[src/rtl/rat_io_ctrl_if.sv]
// MCU port-mapped I/O bus between the RAT core and rat_io_ctrl.
// The core drives address, data and strobe; the controller returns read data.
interface rat_io_ctrl_if;
  logic [7:0] PORT_ID;
  logic [7:0] OUT_PORT;
  logic       IO_STRB;
  logic [7:0] IN_PORT;

  modport master (output PORT_ID, output OUT_PORT, output IO_STRB, input IN_PORT);
  modport slave  (input PORT_ID, input OUT_PORT, input IO_STRB, output IN_PORT);
endinterface

[src/rtl/rat_io_ctrl.sv]
// Port-mapped I/O controller: N output registers, M synchronised input channels,
// and a debounced, edge-latched, maskable interrupt unit for the RAT MCU.
module rat_io_ctrl #(
  parameter int         NUM_OUT   = 4,
  parameter int         NUM_IN    = 4,
  parameter int         IRQ_CH    = 2,
  parameter logic [7:0] OUT_BASE  = 8'h40,
  parameter logic [7:0] IN_BASE   = 8'h20,
  parameter logic [7:0] IRQ_BASE  = 8'hF0,
  parameter int         DB_CYCLES = 16
) (
  input  logic                  CLK,
  input  logic                  RST_N,
  rat_io_ctrl_if.slave          bus,
  input  logic [8*NUM_IN-1:0]   IN_DATA,
  output logic [8*NUM_OUT-1:0]  OUT_DATA,
  input  logic [IRQ_CH-1:0]     BTN_IRQ,
  output logic                  INTR
);

  localparam int CW = $clog2(DB_CYCLES + 1);

  function automatic bit windows_overlap(int a_lo, int a_n, int b_lo, int b_n);
    return (a_lo < b_lo + b_n) && (b_lo < a_lo + a_n);
  endfunction

  localparam bit BAD_MAP =
    windows_overlap(int'(OUT_BASE), NUM_OUT, int'(IN_BASE), NUM_IN) ||
    windows_overlap(int'(OUT_BASE), NUM_OUT, int'(IRQ_BASE), 3) ||
    windows_overlap(int'(IN_BASE), NUM_IN, int'(IRQ_BASE), 3);

  localparam bit BAD_PARAM = (NUM_OUT < 1) || (NUM_OUT > 16) || (NUM_IN < 1) || (NUM_IN > 16) ||
                             (IRQ_CH < 1) || (IRQ_CH > 8) || (DB_CYCLES < 1);

  generate
    if (BAD_MAP) begin : g_map_err
      $error("rat_io_ctrl: address windows overlap");
    end
    if (BAD_PARAM) begin : g_param_err
      $error("rat_io_ctrl: parameter out of range");
    end
  endgenerate

  logic [8*NUM_OUT-1:0] out_reg;
  logic [8*NUM_IN-1:0]  in_s1, in_s2;
  logic [IRQ_CH-1:0]    irq_s1, irq_s2, db_lvl, db_tc, pending, mask;
  logic [CW-1:0]        db_cnt [IRQ_CH];
  logic [IRQ_CH-1:0]    ack_clr, db_rise;
  logic                 ack_wr, mask_wr;
  logic [7:0]           rd_data;

  assign ack_wr  = bus.IO_STRB && (int'(bus.PORT_ID) == int'(IRQ_BASE) + 2);
  assign mask_wr = bus.IO_STRB && (int'(bus.PORT_ID) == int'(IRQ_BASE) + 1);
  assign ack_clr = ack_wr ? bus.OUT_PORT[IRQ_CH-1:0] : '0;

  // A source reaches terminal count on the edge its debounced level flips.
  always_comb begin
    db_tc = '0;
    for (int k = 0; k < IRQ_CH; k++) begin
      db_tc[k] = (irq_s2[k] != db_lvl[k]) && (db_cnt[k] == CW'(DB_CYCLES - 1));
    end
  end

  assign db_rise = db_tc & irq_s2 & ~db_lvl;

  always_ff @(posedge CLK or negedge RST_N) begin
    if (!RST_N) begin
      out_reg <= '0;
      in_s1   <= '0;
      in_s2   <= '0;
      irq_s1  <= '0;
      irq_s2  <= '0;
      db_lvl  <= '0;
      pending <= '0;
      mask    <= '0;
      INTR    <= 1'b0;
      for (int k = 0; k < IRQ_CH; k++) db_cnt[k] <= '0;
    end else begin
      for (int i = 0; i < NUM_OUT; i++) begin
        if (bus.IO_STRB && (int'(bus.PORT_ID) == int'(OUT_BASE) + i))
          out_reg[8*i +: 8] <= bus.OUT_PORT;
      end
      in_s1  <= IN_DATA;
      in_s2  <= in_s1;
      irq_s1 <= BTN_IRQ;
      irq_s2 <= irq_s1;
      for (int k = 0; k < IRQ_CH; k++) begin
        if (irq_s2[k] == db_lvl[k]) begin
          db_cnt[k] <= '0;
        end else if (db_tc[k]) begin
          db_lvl[k] <= irq_s2[k];
          db_cnt[k] <= '0;
        end else begin
          db_cnt[k] <= db_cnt[k] + 1'b1;
        end
      end
      // A new rising edge beats a simultaneous acknowledge.
      pending <= (pending & ~ack_clr) | db_rise;
      if (mask_wr) mask <= bus.OUT_PORT[IRQ_CH-1:0];
      INTR <= |(pending & mask);
    end
  end

  always_comb begin
    rd_data = 8'h00;
    for (int i = 0; i < NUM_IN; i++) begin
      if (int'(bus.PORT_ID) == int'(IN_BASE) + i) rd_data = in_s2[8*i +: 8];
    end
    for (int i = 0; i < NUM_OUT; i++) begin
      if (int'(bus.PORT_ID) == int'(OUT_BASE) + i) rd_data = out_reg[8*i +: 8];
    end
    if (bus.PORT_ID == IRQ_BASE) rd_data = 8'(pending);
    if (int'(bus.PORT_ID) == int'(IRQ_BASE) + 1) rd_data = 8'(mask);
  end

  assign bus.IN_PORT = rd_data;
  assign OUT_DATA    = out_reg;

endmodule

[src/flat_wrapper.sv]
// flat-port wrapper written by rule: the top's interface ports become plain ports
module rat_io_ctrl_flat 
#(
  parameter int         NUM_OUT   = 4,
  parameter int         NUM_IN    = 4,
  parameter int         IRQ_CH    = 2,
  parameter logic [7:0] OUT_BASE  = 8'h40,
  parameter logic [7:0] IN_BASE   = 8'h20,
  parameter logic [7:0] IRQ_BASE  = 8'hF0,
  parameter int         DB_CYCLES = 16
)
  (CLK, RST_N, IN_DATA, OUT_DATA, BTN_IRQ, INTR, bus_PORT_ID, bus_OUT_PORT, bus_IO_STRB, bus_IN_PORT);
  rat_io_ctrl_if bus_i ();
  input  logic CLK;
  input  logic RST_N;
  input  logic [8*NUM_IN-1:0] IN_DATA;
  output logic [8*NUM_OUT-1:0] OUT_DATA;
  input  logic [IRQ_CH-1:0] BTN_IRQ;
  output logic INTR;
  input wire logic [$bits(bus_i.PORT_ID)-1:0] bus_PORT_ID;
  input wire logic [$bits(bus_i.OUT_PORT)-1:0] bus_OUT_PORT;
  input wire logic [$bits(bus_i.IO_STRB)-1:0] bus_IO_STRB;
  output wire logic [$bits(bus_i.IN_PORT)-1:0] bus_IN_PORT;
  assign bus_i.PORT_ID = bus_PORT_ID;
  assign bus_i.OUT_PORT = bus_OUT_PORT;
  assign bus_i.IO_STRB = bus_IO_STRB;
  assign bus_IN_PORT = bus_i.IN_PORT;
  rat_io_ctrl #(.NUM_OUT(NUM_OUT), .NUM_IN(NUM_IN), .IRQ_CH(IRQ_CH), .OUT_BASE(OUT_BASE), .IN_BASE(IN_BASE), .IRQ_BASE(IRQ_BASE), .DB_CYCLES(DB_CYCLES)) u_core (.CLK(CLK), .RST_N(RST_N), .bus(bus_i), .IN_DATA(IN_DATA), .OUT_DATA(OUT_DATA), .BTN_IRQ(BTN_IRQ), .INTR(INTR));
endmodule
[config.mk]
export PLATFORM = sky130hd
export DESIGN_NAME = rat_io_ctrl_flat
export DESIGN_NICKNAME = d
export VERILOG_FILES = /design/src/rtl/rat_io_ctrl_if.sv /design/src/rtl/rat_io_ctrl.sv /design/src/flat_wrapper.sv
export SDC_FILE = /design/constraint.sdc
export NUM_CORES = 1
export LEC_CHECK = 0
export BUFFER_PORTS_ARGS = -buffer_cell sky130_fd_sc_hd__buf_2
export CAP_MARGIN = 20
export CELL_PAD_IN_SITES_DETAIL_PLACEMENT = 0
export CELL_PAD_IN_SITES_GLOBAL_PLACEMENT = 1
export CORE_ASPECT_RATIO = 0.5
export CORE_UTILIZATION = 44
export DETAILED_ROUTE_END_ITERATION = 8
export MAX_ROUTING_LAYER = met4
export PLACE_DENSITY = 0.87
export SYNTH_ARGS = -nofsm -noshare
export SYNTH_HDL_FRONTEND = slang
export SYNTH_SLANG_ARGS = --single-unit
[constraint.sdc]
create_clock -name CLK -period 1.88 [get_ports CLK]
set_input_delay 0.094 -clock CLK [delete_from_list [all_inputs] [get_ports CLK]]
set_output_delay 0.094 -clock CLK [all_outputs]
set_load 0.05 [all_outputs]
======== Word-level counts from Yosys, hierarchy flattened ========
Index checks and enable logic that the tools add are counted.
Widths: inputs -> output; s select.
storage, ports and cells
  register bits ........................... 117
  bits in latches ......................... 0
  memory bits (writable) .................. 0
  memory bits (read-only) ................. 0
  input bits .............................. 53
  output and inout port bits .............. 41
  word-level logic and storage cells ...... 69
  memories kept ........................... 0
cells by class
  $add $sub $neg .......................... 2
  $mul .................................... 0
  div/mod/pow operators ................... 0
  $lt $le $gt $ge ......................... 0
  equal/unequal tests ..................... 17
  shift-type cells ........................ 0
  muxes and demuxes ....................... 15
  bitwise logic cells ..................... 9
  reductions and logical operators ........ 11
operators by type and width
  operator             count
  $mux 8               10
  $eq 8x8->1 const B   5
  $eq 8x7->1 const B   4
  $mux 5               4
  $eq 8x5->1 const B   2
  $add 5x1->5 const B  2
  $eq 5x4->1 const B   2
  $and 2x2->2          4
  $logic_and 1x1->1    8
  $not 2->2            2
  $reduce_and 2->1     2
  $eq 1x1->1           2
  $mux 2               1
  $ne 1x1->1           2
  $not 1->1            2
  $or 2x2->2           1
  $reduce_or 2->1      1

======== Depth between registers and ports, before layout ========
Gate-level depths: netlist of the first run.
  depth in word-level cells ............... 11
  depth in mapped cells ................... 7
  mapped depth without buffers ............ 5

======== Least setup slack after synthesis of the first run ========
No wires, ideal clock.
  path kind ............................... in2out
  from .................................... in bus_PORT_ID[3]
  to ...................................... out bus_IN_PORT[4]
  arrival time ............................ 2064 ps
  setup slack ............................. -278 ps
  cell stages on the path ................. 5
  path through ............................ or2_2 > clkbuf_1 > nor4_1 > nand2_1 > a22oi_1
on the way
  word-level cells in the longest chain between the ends .. 11
  elaborated cells between the ends (all ways) .. 20
RTL lines
  what                  line                RTL
  start, declared       flat_wrapper.sv:20  input wire logic [$bits(bus_i.PORT_ID)-1:0] bus_PORT_ID;
  $eq 8x7->1            rat_io_ctrl.sv:107  if (int'(bus.PORT_ID) == int'(IN_BASE) + i) rd_data = in_s2[8*i +: 8];
  $mux 8 (4 in series)  rat_io_ctrl.sv:107
  $mux 8 (4 in series)  rat_io_ctrl.sv:110  if (int'(bus.PORT_ID) == int'(OUT_BASE) + i) rd_data = out_reg[8*i +: 8];
  $mux 8                rat_io_ctrl.sv:112  if (bus.PORT_ID == IRQ_BASE) rd_data = 8'(pending);
  $mux 8 *              rat_io_ctrl.sv:113  if (int'(bus.PORT_ID) == int'(IRQ_BASE) + 1) rd_data = 8'(mask);
  end, declared         flat_wrapper.sv:23  output wire logic [$bits(bus_i.IN_PORT)-1:0] bus_IN_PORT;
Every way passes the cells marked *; elsewhere a longest branch is shown, timed or not.

======== Worst setup path in the final report of the first run ========
  from .................................... reg u_core.in_s2[25]
  to ...................................... out bus_IN_PORT[1]
on the way
  word-level cells in the longest chain between the ends .. 7
RTL lines
  what                    line                RTL
  start, declared         rat_io_ctrl.sv:45   logic [8*NUM_IN-1:0] in_s1, in_s2;
  start signal, assigned  rat_io_ctrl.sv:84   in_s2 <= in_s1;
  $mux 8                  rat_io_ctrl.sv:107
  $mux 8 (4 in series)    rat_io_ctrl.sv:110
  $mux 8                  rat_io_ctrl.sv:112
  $mux 8                  rat_io_ctrl.sv:113
Every way passes these cells.

==> impl_metrics.py, run 1 <==
metrics = {
    "status": {
        "status": "finished with violations",
        "violations": "negative setup slack",
    },
    "cts": {
        "cts_tree": "built",
        "cts_buffers": 17,
        "clockBufferDepth": 2,
        "path_clk_slew_ns": 0.06,
        "clockRootBuffer": "clkbuf_16",
        "htreeDepth": 4,
        "clock_sinks": 117,
        "clock_latency_ns": 0.41,
    },
    "critical_path": {
        "rr_worst_depth": 5,
        "cp-end-kind": "primary output",
        "path_buf_inv": 1,
        "worstSetupStartpointType": "flip-flop",
        "crit_type": "reg2out",
        "crit-reg2reg-launch": "u_core.db_cnt[5]$_DFF_PN0_",
        "crit_path_top_delay_cell": "mux4_2",
        "path_depth": 4,
        "worstPathRequired_ns": 1.79,
        "crit_end": "bus_IN_PORT[1]",
        "max_stage_delay_ns": 0.46,
        "critical_path_arrival_ns": 1.79,
        "path_max_fanout": 1,
        "timing.rr.end": "u_core.pending[0]$_DFF_PN0_",
        "rrSetupSlack_ns": 0.50,
        "cp_top_family": "multiplexers",
        "setup.worst_path.start": "u_core.in_s2[25]$_DFF_PN0_",
        "crit_path_cell_trace": "mux4_2 -> and2_4 -> o221a_4 -> buf_8",
    },
    "power": {
        "comb_power_share_pct": 8.6,
        "power_switching_w": 0.00161,
        "power_w": 0.00647,
        "power.share.switching_pct": 24.9,
        "power_density_mw_per_mm2": 1050,
        "p_seq_share_pct": 41.8,
        "clock_power_share_pct": 49.6,
        "p_leak_nw": 3.00,
        "peakVddDrop_mv": 0.726,
        "intPower_w": 0.00485,
    },
    "logic_synthesis": {
        "synth.most_common_cell": "dfrtp_1",
        "synth_largest_area_cell": "dfrtp_1",
        "synthArstFlopShare_pct": 100,
        "ys_warn_count": 0,
        "synthFlopType": "dfrtp_1",
        "synth-compound-area-share_pct": 6.46,
        "synth_top_area_share_pct": 67.2,
        "yosysSeqAreaShare_pct": 67.2,
        "synthAdderAreaFrac_pct": 0.574,
        "synth_seq_cells": 117,
        "syn_nets": 344,
        "syn_avg_cell_area_um2": 15.1,
        "synth-edff-count": 0,
        "syn_area_mm2": 0.00436,
        "synth_top_family_by_area": "multiplexers",
        "synth.area.mux_share_pct": 15.4,
        "yosysUniqueCellTypes": 47,
        "synth.top_cells.by_count": "117 x dfrtp_1, 34 x mux2_2, 13 x nand2_1, 13 x nor2_1, 10 x o21ai_0",
        "netlist_instances": 289,
        "synth_area_leaders": "dfrtp_1 67%, mux2_2 8.8%, mux4_2 3.6%",
        "synth-xor-area-share_pct": 1.00,
        "yosys.area_share.simple_pct": 8.04,
    },
    "floorplan": {
        "start_util_pct": 45.7,
        "io_pins": 94,
        "fp.dieH_um": 72.4,
        "row_count": 25,
        "fp.dieArea_mm2": 0.0103,
        "die_w_um": 143,
        "coreArea_mm2": 0.00954,
    },
    "detailed_routing": {
        "drc": 0,
        "first_pass_iters": 4,
        "drtIter0Drc": 217,
        "route.vias.total": 2980,
        "antenna_left": 0,
        "drt-wirelength-per-cell_um": 16.4,
        "drt_wl_total_um": 9800,
        "via_per_inst": 4.99,
    },
    "sta": {
        "tns_ns": -0.00285,
        "rsz0062_at_grt": "true",
        "tightest_slew_ns": 0.593,
        "worst_slack_ns": -0.00285,
        "fmax_mhz": 531,
        "fin_crit_ns": 1.88,
        "setup_viol": 1,
        "hold_viol_final": 0,
        "timing.final.crit_share_pct": 100,
        "max-slew-margin-rel_pct": 60.5,
        "skew_ns": 0.00366,
        "slew_viol_final": 0,
    },
    "min_path": {
        "hold_path_class": "in2reg",
    },
    "global_routing": {
        "grt_max_degree": 45,
        "grt_overflow_total": 0,
        "grt_pass1_wl_um": 15600,
        "grt_pass1_vias": 3073,
        "grtUsageTotal_pct": 21.6,
        "antenna_found_initial": 0,
    },
    "cells_and_area": {
        "fin_cells": 597,
        "synthToLayoutAreaGrowth_pct": 41.6,
        "num_antenna_cells": 0,
        "nNetsFinal": 504,
        "drive_gt1_share_pct": 45.0,
        "fin_area_mm2": 0.00617,
    },
    "flow_run": {
        "max-cap-violations": 0,
    },
    "placement": {
        "dpl-instance-area_mm2": 0.00513,
        "gp_congestion": 0.795,
        "dp.cells": 524,
        "dp_hpwl_um": 6360,
        "port_buffers": 93,
    },
}
==> cell type report <==
type	instances	area (um^2)
clock buffers	17	425
clock inverters	15	170
fillers	685	3370
inverters	3	11.3
multi-input cells	159	1420
flip-flops and latches	117	2930
well taps	135	169
repair buffers	151	1050
==> cells by family after synthesis <==
kind of cell	Yosys count
DFF	117
and+or+nand+nor	62
muxes	50
AOI/OAI and AO/OA	40
buffers and inverters	13
xor gates and xnor gates	5
adders and majority gates	2
==> tightest hold or removal path: stages <==
cell	delay (ns)
buf_2	0.14
nand2_1	0.06
a21o_1	0.10
==> metrics by stage <==
stage	util, %	setup slack [ns]	hold slack, ns
2_1_floorplan	-	0.00976	-0.202
3_3_place_gp	53.7	0.0332	0.131
3_5_place_dp	53.7	0.0197	0.130
4_1_cts	64.6	-0.0214	0.0112
5_1_grt	64.7	-0.0605	0.0195
6_report	64.7	-0.00285	0.0243
==> power by group through the flow <==
| stage | Clock (W) | Sequential [W] | Combinational (W) |
|---|---|---|---|
| after floorplan | 0 | 0.00284 | 0.000161 |
| after global placement | 0 | 0.00274 | 0.000483 |
| after detailed placement | 0 | 0.00274 | 0.000489 |
| after CTS | 0.00327 | 0.00270 | 0.000559 |
| after global routing | 0.00338 | 0.00271 | 0.000603 |
| final | 0.00321 | 0.00270 | 0.000558 |
==> layer usage <==
layer	GRT usage [%]	vias to the layer above	part of all wire [%]
met5	-	-	0
met4	9.20	0	1.1
met3	6.14	14	4.8
met1	26.9	1509	45
met2	33.7	76	49
li1	-	1381	-
==> worst min-delay path by stage <==
stage | startpoint | endpoint | depth (start not counted)
3_5_place_dp | RST_N | u_core.in_s2[30]$_DFF_PN0_ | 1
2_1_floorplan | RST_N | u_core.INTR$_DFF_PN0_ | 0
6_report | bus_OUT_PORT[0] | u_core.pending[0]$_DFF_PN0_ | 3
5_1_grt | bus_OUT_PORT[1] | u_core.OUT_DATA[17]$_DFFE_PN0P_ | 2
4_1_cts | bus_OUT_PORT[1] | u_core.OUT_DATA[17]$_DFFE_PN0P_ | 2
3_3_place_gp | RST_N | u_core.in_s1[30]$_DFF_PN0_ | 1
==> layout by cell type, fill, tap and decap left out, drive strengths merged, types with 2 or more instances in the layout <==
cell type	netlist	final
dfrtp	117	117
buf	3	110
mux2	42	42
dlygate4sd3	0	41
clkbuf	7	17
nor2	13	13
nand2	13	13
o21ai	10	10
inv	3	8
mux4	7	7
o221ai	6	6
nand3	6	6
nor3	6	6
clkinv	0	6
a21oi	6	6
o22ai	4	4
xor2	3	3
nor2b	3	3
a22oi	3	3
and2	3	3
xnor2	2	2
nor3b	2	2
nand2b	2	2
or2	2	2
nor4	2	2
a2bb2oi	2	2
o32ai	2	2
ha	2	2
clkinvlp	0	2
bufinv	0	2
nand4	2	2
o221a	2	2
==> what timing repair did <==
action | CTS | global route
pin swaps | 4 | 3
resized for setup | 9 | 1
setup endpoints to repair | 3 | 3
setup buffers | 0 | 0
hold buffers | 41 | 0
cloned | 0 | 0
hold endpoints to repair | 98 | 0
==> registers in the layout, summed over array words and instances (netlist names) <==
| signal | flops |
|---|---|
| u_core.in_s1 | 32 |
| u_core.OUT_DATA | 32 |
| u_core.mask | 2 |
| u_core.irq_s1 | 2 |
| u_core.irq_s2 | 2 |
| u_core.pending | 2 |
| u_core.in_s2 | 32 |
| u_core.db_cnt | 10 |
| u_core.INTR | 1 |
| u_core.db_lvl | 2 |
Note: power is estimated with default switching activity, not from simulation.
==> run 2: changes to the inputs <==
--- a/config.mk
+++ b/config.mk
@@ -12,8 +12,10 @@
 export CORE_ASPECT_RATIO = 0.5
 export CORE_UTILIZATION = 44
 export DETAILED_ROUTE_END_ITERATION = 8
+export HOLD_SLACK_MARGIN = 0.1
 export MAX_ROUTING_LAYER = met4
 export PLACE_DENSITY = 0.87
+export REMOVE_ABC_BUFFERS = 1
 export SYNTH_ARGS = -nofsm -noshare
 export SYNTH_HDL_FRONTEND = slang
 export SYNTH_SLANG_ARGS = --single-unit
==> constraint.sdc (replaced) <==
create_clock -name CLK -period 1.9 [get_ports CLK]
set_input_delay 0.095 -clock CLK [delete_from_list [all_inputs] [get_ports CLK]]
set_output_delay 0.095 -clock CLK [all_outputs]
set_load 0.05 [all_outputs]
==> impl_metrics.py, run 2 (synthesized netlist as in run 1, its figures left out) <==
metrics = {
    "floorplan": {
        "start_util_pct": 45.7,
        "row_count": 25,
        "coreArea_mm2": 0.00954,
        "die_w_um": 143,
        "io_pins": 94,
        "fp.dieArea_mm2": 0.0103,
        "fp.dieH_um": 72.4,
    },
    "cells_and_area": {
        "nNetsFinal": 506,
        "drive_gt1_share_pct": 44.4,
        "final_cell_mix": "117 x dfrtp_1, 88 x buf_2, 43 x dlygate4sd3_1",
        "num_antenna_cells": 0,
        "final_util_pct": 65.3,
        "synthToLayoutAreaGrowth_pct": 43.0,
        "fin_area_mm2": 0.00623,
        "final_common_cell": "dfrtp_1",
        "nFillCells": 661,
    },
    "detailed_routing": {
        "first_pass_iters": 5,
        "drt-wirelength-per-cell_um": 17.3,
        "via_per_inst": 5.07,
        "drtIter0Drc": 144,
        "route.vias.total": 3036,
        "drc": 0,
        "antenna_left": 0,
        "drt_wl_total_um": 10300,
    },
    "sta": {
        "rsz0062_at_grt": "true",
        "worst_slack_ns": -0.00871,
        "slew_viol_final": 0,
        "tightest_slew_ns": 0.582,
        "fmax_mhz": 524,
        "whs_ns": 0.139,
        "max-slew-margin-rel_pct": 60.9,
        "tns_ns": -0.00871,
        "fin_crit_ns": 1.91,
        "timing.final.crit_share_pct": 100,
        "skew_ns": 0.0114,
        "hold_viol_final": 0,
        "setup_viol": 1,
    },
    "cts": {
        "clock_sinks": 117,
        "htreeDepth": 4,
        "clockBufferDepth": 2,
        "clock_latency_ns": 0.41,
        "cts_tree": "built",
        "path_clk_slew_ns": 0.06,
        "clockRootBuffer": "clkbuf_16",
        "cts_buffers": 17,
    },
    "placement": {
        "dpl-instance-area_mm2": 0.00508,
        "gp_congestion": 0.811,
        "dp_hpwl_um": 6130,
        "port_buffers": 93,
    },
    "critical_path": {
        "crit_type": "reg2out",
        "crit_path_top_delay_cell": "mux4_2",
        "cp_top_family": "multiplexers",
        "crit_path_cell_trace": "mux4_2 -> and2_4 -> o221a_4 -> buf_8",
        "path_buf_inv": 1,
        "worstPathRequired_ns": 1.80,
        "cp-end-kind": "primary output",
        "critical_path_arrival_ns": 1.81,
        "path_max_fanout": 1,
        "rr_worst_depth": 5,
        "max_stage_delay_ns": 0.47,
        "path_depth": 4,
        "worstSetupStartpointType": "flip-flop",
    },
    "global_routing": {
        "grt_overflow_total": 0,
        "antenna_found_initial": 0,
        "grt_pass1_wl_um": 16100,
        "grt_pass1_vias": 3059,
        "grt_max_degree": 70,
        "grtUsageTotal_pct": 22.7,
    },
    "power": {
        "power.share.switching_pct": 23.5,
        "power_switching_w": 0.00155,
        "clock_power_share_pct": 50.9,
        "p_seq_share_pct": 40.6,
        "intPower_w": 0.00504,
        "p_leak_nw": 3.03,
        "comb_power_share_pct": 8.5,
        "power_density_mw_per_mm2": 1060,
        "peakVddDrop_mv": 0.786,
    },
    "flow_run": {
        "max-cap-violations": 0,
    },
    "status": {
        "violations": "negative setup slack",
        "status": "finished with violations",
    },
    "min_path": {
        "hold_path_class": "in2async",
    },
}
-- run 2: cell types whose count changed in the layout (fill, tap and decap cells not counted), moves of 2 or more --
cell           before  now
buf_4              16   18
a21oi_1             3    5
dlygate4sd3_1      41   43
clkbuf_8            0    3
a22oi_2             3    0
clkinv_4            5    3
a22oi_1             0    3
a21oi_2             3    1
-- run 2: power by group through the flow --
stage | sequential, W | combinational (W) | clock, W
2_1_floorplan | 0.00281 | 0.000137 | 0
3_3_place_gp | 0.00271 | 0.000469 | 0
3_5_place_dp | 0.00271 | 0.000475 | 0
4_1_cts | 0.00267 | 0.000550 | 0.00339
5_1_grt | 0.00268 | 0.000603 | 0.00352
6_report | 0.00267 | 0.000563 | 0.00335
-- run 2: what timing repair did --
action                                 4_1_cts  5_1_grt
gates resized for setup                     11        7
pin swaps                                    5        4
hold buffers                                43        0
setup endpoints to repair                    3        4
endpoints found under the hold margin      187        0
buffers inserted                             0        1
-- run 2: final cells by class --
type	count	area (um^2)	share of cell area [%]
Sequential cell	117	2930	47.0
Tap cell	135	169	2.71
Inverter	3	11.3	0.181
Multi-Input combinational cell	159	1420	22.8
Clock inverter	12	166	2.67
Clock buffer	20	467	7.49
Timing Repair Buffer	153	1070	17.1
-- run 2: worst register-to-register path, stage by stage, from the launching register on --
cell and delay [ns]:
dfrtp_1 0.39, ha_1 0.21, nor2b_1 0.19, nand3_1 0.16, nor3b_1 0.40, a21o_1 0.13
-- run 2: through the flow --
step           setup WS [ns]  power, W  std cells
2_1_floorplan         -0.165   0.00295        279
3_3_place_gp          0.0362   0.00318        523
3_5_place_dp          0.0109   0.00319        523
4_1_cts              -0.0102   0.00661        598
5_1_grt              -0.0589   0.00681        599
6_report            -0.00871   0.00659        599
-- run 2: path summary, 6_finish.rpt --
check | start | endpoint | slack [ns]
min in group CLK | bus_IO_STRB | u_core.pending[0]$_DFF_PN0_ | 0.22
worst max register to register | u_core.db_cnt[5]$_DFF_PN0_ | u_core.pending[0]$_DFF_PN0_ | 0.36
worst min-delay path | RST_N | u_core.in_s2[30]$_DFF_PN0_ | 0.14
worst max-delay path | u_core.in_s2[1]$_DFF_PN0_ | bus_IN_PORT[1] | -0.009
max in group asynchronous | RST_N | u_core.in_s2[7]$_DFF_PN0_ | 1.10
worst min register to register | u_core.in_s1[22]$_DFF_PN0_ | u_core.in_s2[22]$_DFF_PN0_ | 0.34
-- run 2: layer usage --
metal | part of all wire (%) | routed length [um] | global-route usage, % | up-vias
li1 | - | - | - | 1385
met1 | 45 | 4650 | 28.1 | 1551
met2 | 49 | 5100 | 35.2 | 88
met3 | 4.8 | 491 | 7.26 | 12
met4 | 0.90 | 93 | 8.72 | 0
met5 | 0 | 0 | - | -
==> run 3: changes to the inputs <==
--- a/config.mk
+++ b/config.mk
@@ -10,12 +10,12 @@
 export CELL_PAD_IN_SITES_DETAIL_PLACEMENT = 0
 export CELL_PAD_IN_SITES_GLOBAL_PLACEMENT = 1
 export CORE_ASPECT_RATIO = 0.5
+export CORE_MARGIN = 10
 export CORE_UTILIZATION = 44
 export DETAILED_ROUTE_END_ITERATION = 8
 export HOLD_SLACK_MARGIN = 0.1
 export MAX_ROUTING_LAYER = met4
 export PLACE_DENSITY = 0.87
-export REMOVE_ABC_BUFFERS = 1
 export SYNTH_ARGS = -nofsm -noshare
 export SYNTH_HDL_FRONTEND = slang
 export SYNTH_SLANG_ARGS = --single-unit
==> impl_metrics.py, run 3 (synthesized netlist as in run 1, its figures left out) <==
metrics = {
    "global_routing": {
        "grtUsageTotal_pct": 16.2,
        "grt_pass1_wl_um": 17900,
        "grt_overflow_total": 0,
        "grt_max_degree": 46,
        "antenna_found_initial": 0,
        "grt_pass1_vias": 3297,
    },
    "status": {
        "status": "finished with violations",
        "violations": "negative setup slack",
    },
    "cts": {
        "clock_latency_ns": 0.41,
        "clockBufferDepth": 2,
        "cts_tree": "built",
        "htreeDepth": 4,
        "cts_buffers": 17,
        "clockRootBuffer": "clkbuf_16",
        "path_clk_slew_ns": 0.06,
        "clock_sinks": 117,
    },
    "sta": {
        "max-slew-margin-rel_pct": 65.2,
        "tightest_slew_ns": 0.518,
        "rsz0062_at_grt": "true",
        "slew_viol_final": 0,
        "skew_ns": 0.0108,
        "setup_viol": 1,
        "hold_viol_final": 0,
        "timing.final.crit_share_pct": 101,
        "worst_slack_ns": -0.0161,
        "fmax_mhz": 522,
        "fin_crit_ns": 1.92,
    },
    "power": {
        "clock_power_share_pct": 50.6,
        "p_leak_nw": 3.03,
        "power_w": 0.00655,
        "comb_power_share_pct": 8.6,
        "peakVddDrop_mv": 0.726,
        "power_density_mw_per_mm2": 1050,
        "intPower_w": 0.00494,
        "power.share.switching_pct": 24.5,
        "p_seq_share_pct": 40.8,
        "power_switching_w": 0.00161,
    },
    "cells_and_area": {
        "num_antenna_cells": 0,
        "final_common_cell": "dfrtp_1",
        "synthToLayoutAreaGrowth_pct": 43.1,
        "drive_gt1_share_pct": 45.7,
        "final_cell_mix": "117 x dfrtp_1, 89 x buf_2, 43 x dlygate4sd3_1",
        "nNetsFinal": 502,
    },
    "floorplan": {
        "start_util_pct": 45.7,
        "fp.dieArea_mm2": 0.0145,
        "die_w_um": 161,
        "coreArea_mm2": 0.00954,
        "fp.dieH_um": 90.4,
        "row_count": 25,
        "io_pins": 94,
    },
    "detailed_routing": {
        "via_per_inst": 5.09,
        "first_pass_iters": 4,
        "drt_wl_total_um": 11100,
        "drt-wirelength-per-cell_um": 18.7,
        "drtIter0Drc": 194,
        "route.vias.total": 3028,
        "drc": 0,
        "antenna_left": 0,
    },
    "placement": {
        "pre_cts_ws_ns": 0.0235,
        "dp_hpwl_um": 7210,
        "port_buffers": 93,
        "gp_congestion": 0.855,
    },
    "min_path": {
        "hold_path_class": "in2async",
    },
    "critical_path": {
        "worstPathRequired_ns": 1.80,
        "cp-end-kind": "primary output",
        "path_max_fanout": 1,
        "critical_path_arrival_ns": 1.82,
        "rr_worst_depth": 5,
        "worstSetupStartpointType": "flip-flop",
        "crit_type": "reg2out",
    },
    "flow_run": {
        "max-cap-violations": 0,
    },
}
==> run 3: changes by cell type in the layout (fill, tap and decap cells not counted), moves of 2 or more <==
cell / delta
buf_4: -6
a22oi_1: -3
a22oi_2: +3
clkbuf_8: -3
clkinv_4: +3
a21oi_1: -2
a21oi_2: +2
clkinvlp_4: -2
==> run 3: area by class of cell <==
type | count | area (um^2)
Clock buffer | 17 | 425
Clock inverter | 15 | 194
Fill cell | 673 | 3300
Inverter | 3 | 11.3
Multi-Input combinational cell | 159 | 1460
Sequential cell | 117 | 2930
Tap cell | 135 | 169
Timing Repair Buffer | 149 | 1050
==> run 3: path summary, 6_finish.rpt <==
path	from	end	slack [ns]
worst min-delay path	RST_N	u_core.in_s1[4]$_DFF_PN0_	0.15
worst min register to register	u_core.in_s1[7]$_DFF_PN0_	u_core.in_s2[7]$_DFF_PN0_	0.34
min in group CLK	bus_IO_STRB	u_core.pending[0]$_DFF_PN0_	0.23
worst max register to register	u_core.db_cnt[5]$_DFF_PN0_	u_core.pending[0]$_DFF_PN0_	0.44
max in group asynchronous	RST_N	u_core.OUT_DATA[6]$_DFFE_PN0P_	1.19
worst max-delay path	u_core.in_s2[17]$_DFF_PN0_	bus_IN_PORT[1]	-0.02
==> run 3: metal layers <==
| layer | track usage, % | share of wire [%] | vias to the layer above |
|---|---|---|---|
| met5 | - | 0 | - |
| met4 | 6.78 | 1.9 | 0 |
| met3 | 4.55 | 4.4 | 17 |
| met2 | 26.3 | 51 | 87 |
| met1 | 18.7 | 42 | 1543 |
| li1 | - | - | 1381 |
==> run 3: stage by stage <==
stage | setup TNS, ns | util [%] | std cells | instance area [um^2] | hold slack [ns]
floorplan | 0 | - | 289 | 4380 | -0.201
global placement | 0 | 53.4 | 520 | 5100 | 0.0406
detailed placement | 0 | 53.4 | 520 | 5100 | 0.0383
CTS | -0.0379 | 64.9 | 595 | 6200 | 0.149
global route | -0.0587 | 65.4 | 595 | 6240 | 0.189
finish | -0.0161 | 65.4 | 595 | 6240 | 0.153
==> run 3: timing repair <==
item | in CTS | in global routing
gates cloned | 0 | 0
endpoints found under the setup margin | 4 | 5
buffers inserted | 0 | 0
hold buffers | 43 | 0
resized for setup | 12 | 6
hold endpoints to repair | 187 | 0
pin swaps | 6 | 3
==> run 3: power groups by stage <==
stage,registers [W],logic [W],clock network (W)
finish,0.00267,0.000565,0.00331
global route,0.00268,0.000610,0.00348
CTS,0.00267,0.000561,0.00337
detailed placement,0.00271,0.000484,0
global placement,0.00271,0.000476,0
floorplan,0.00281,0.000159,0
==> run 3: worst max-delay path: stages, from the launching register on <==
cell and delay (ns):
dfrtp_1 0.37, mux4_2 0.47, and2_4 0.16, o221a_4 0.26, buf_8 0.15
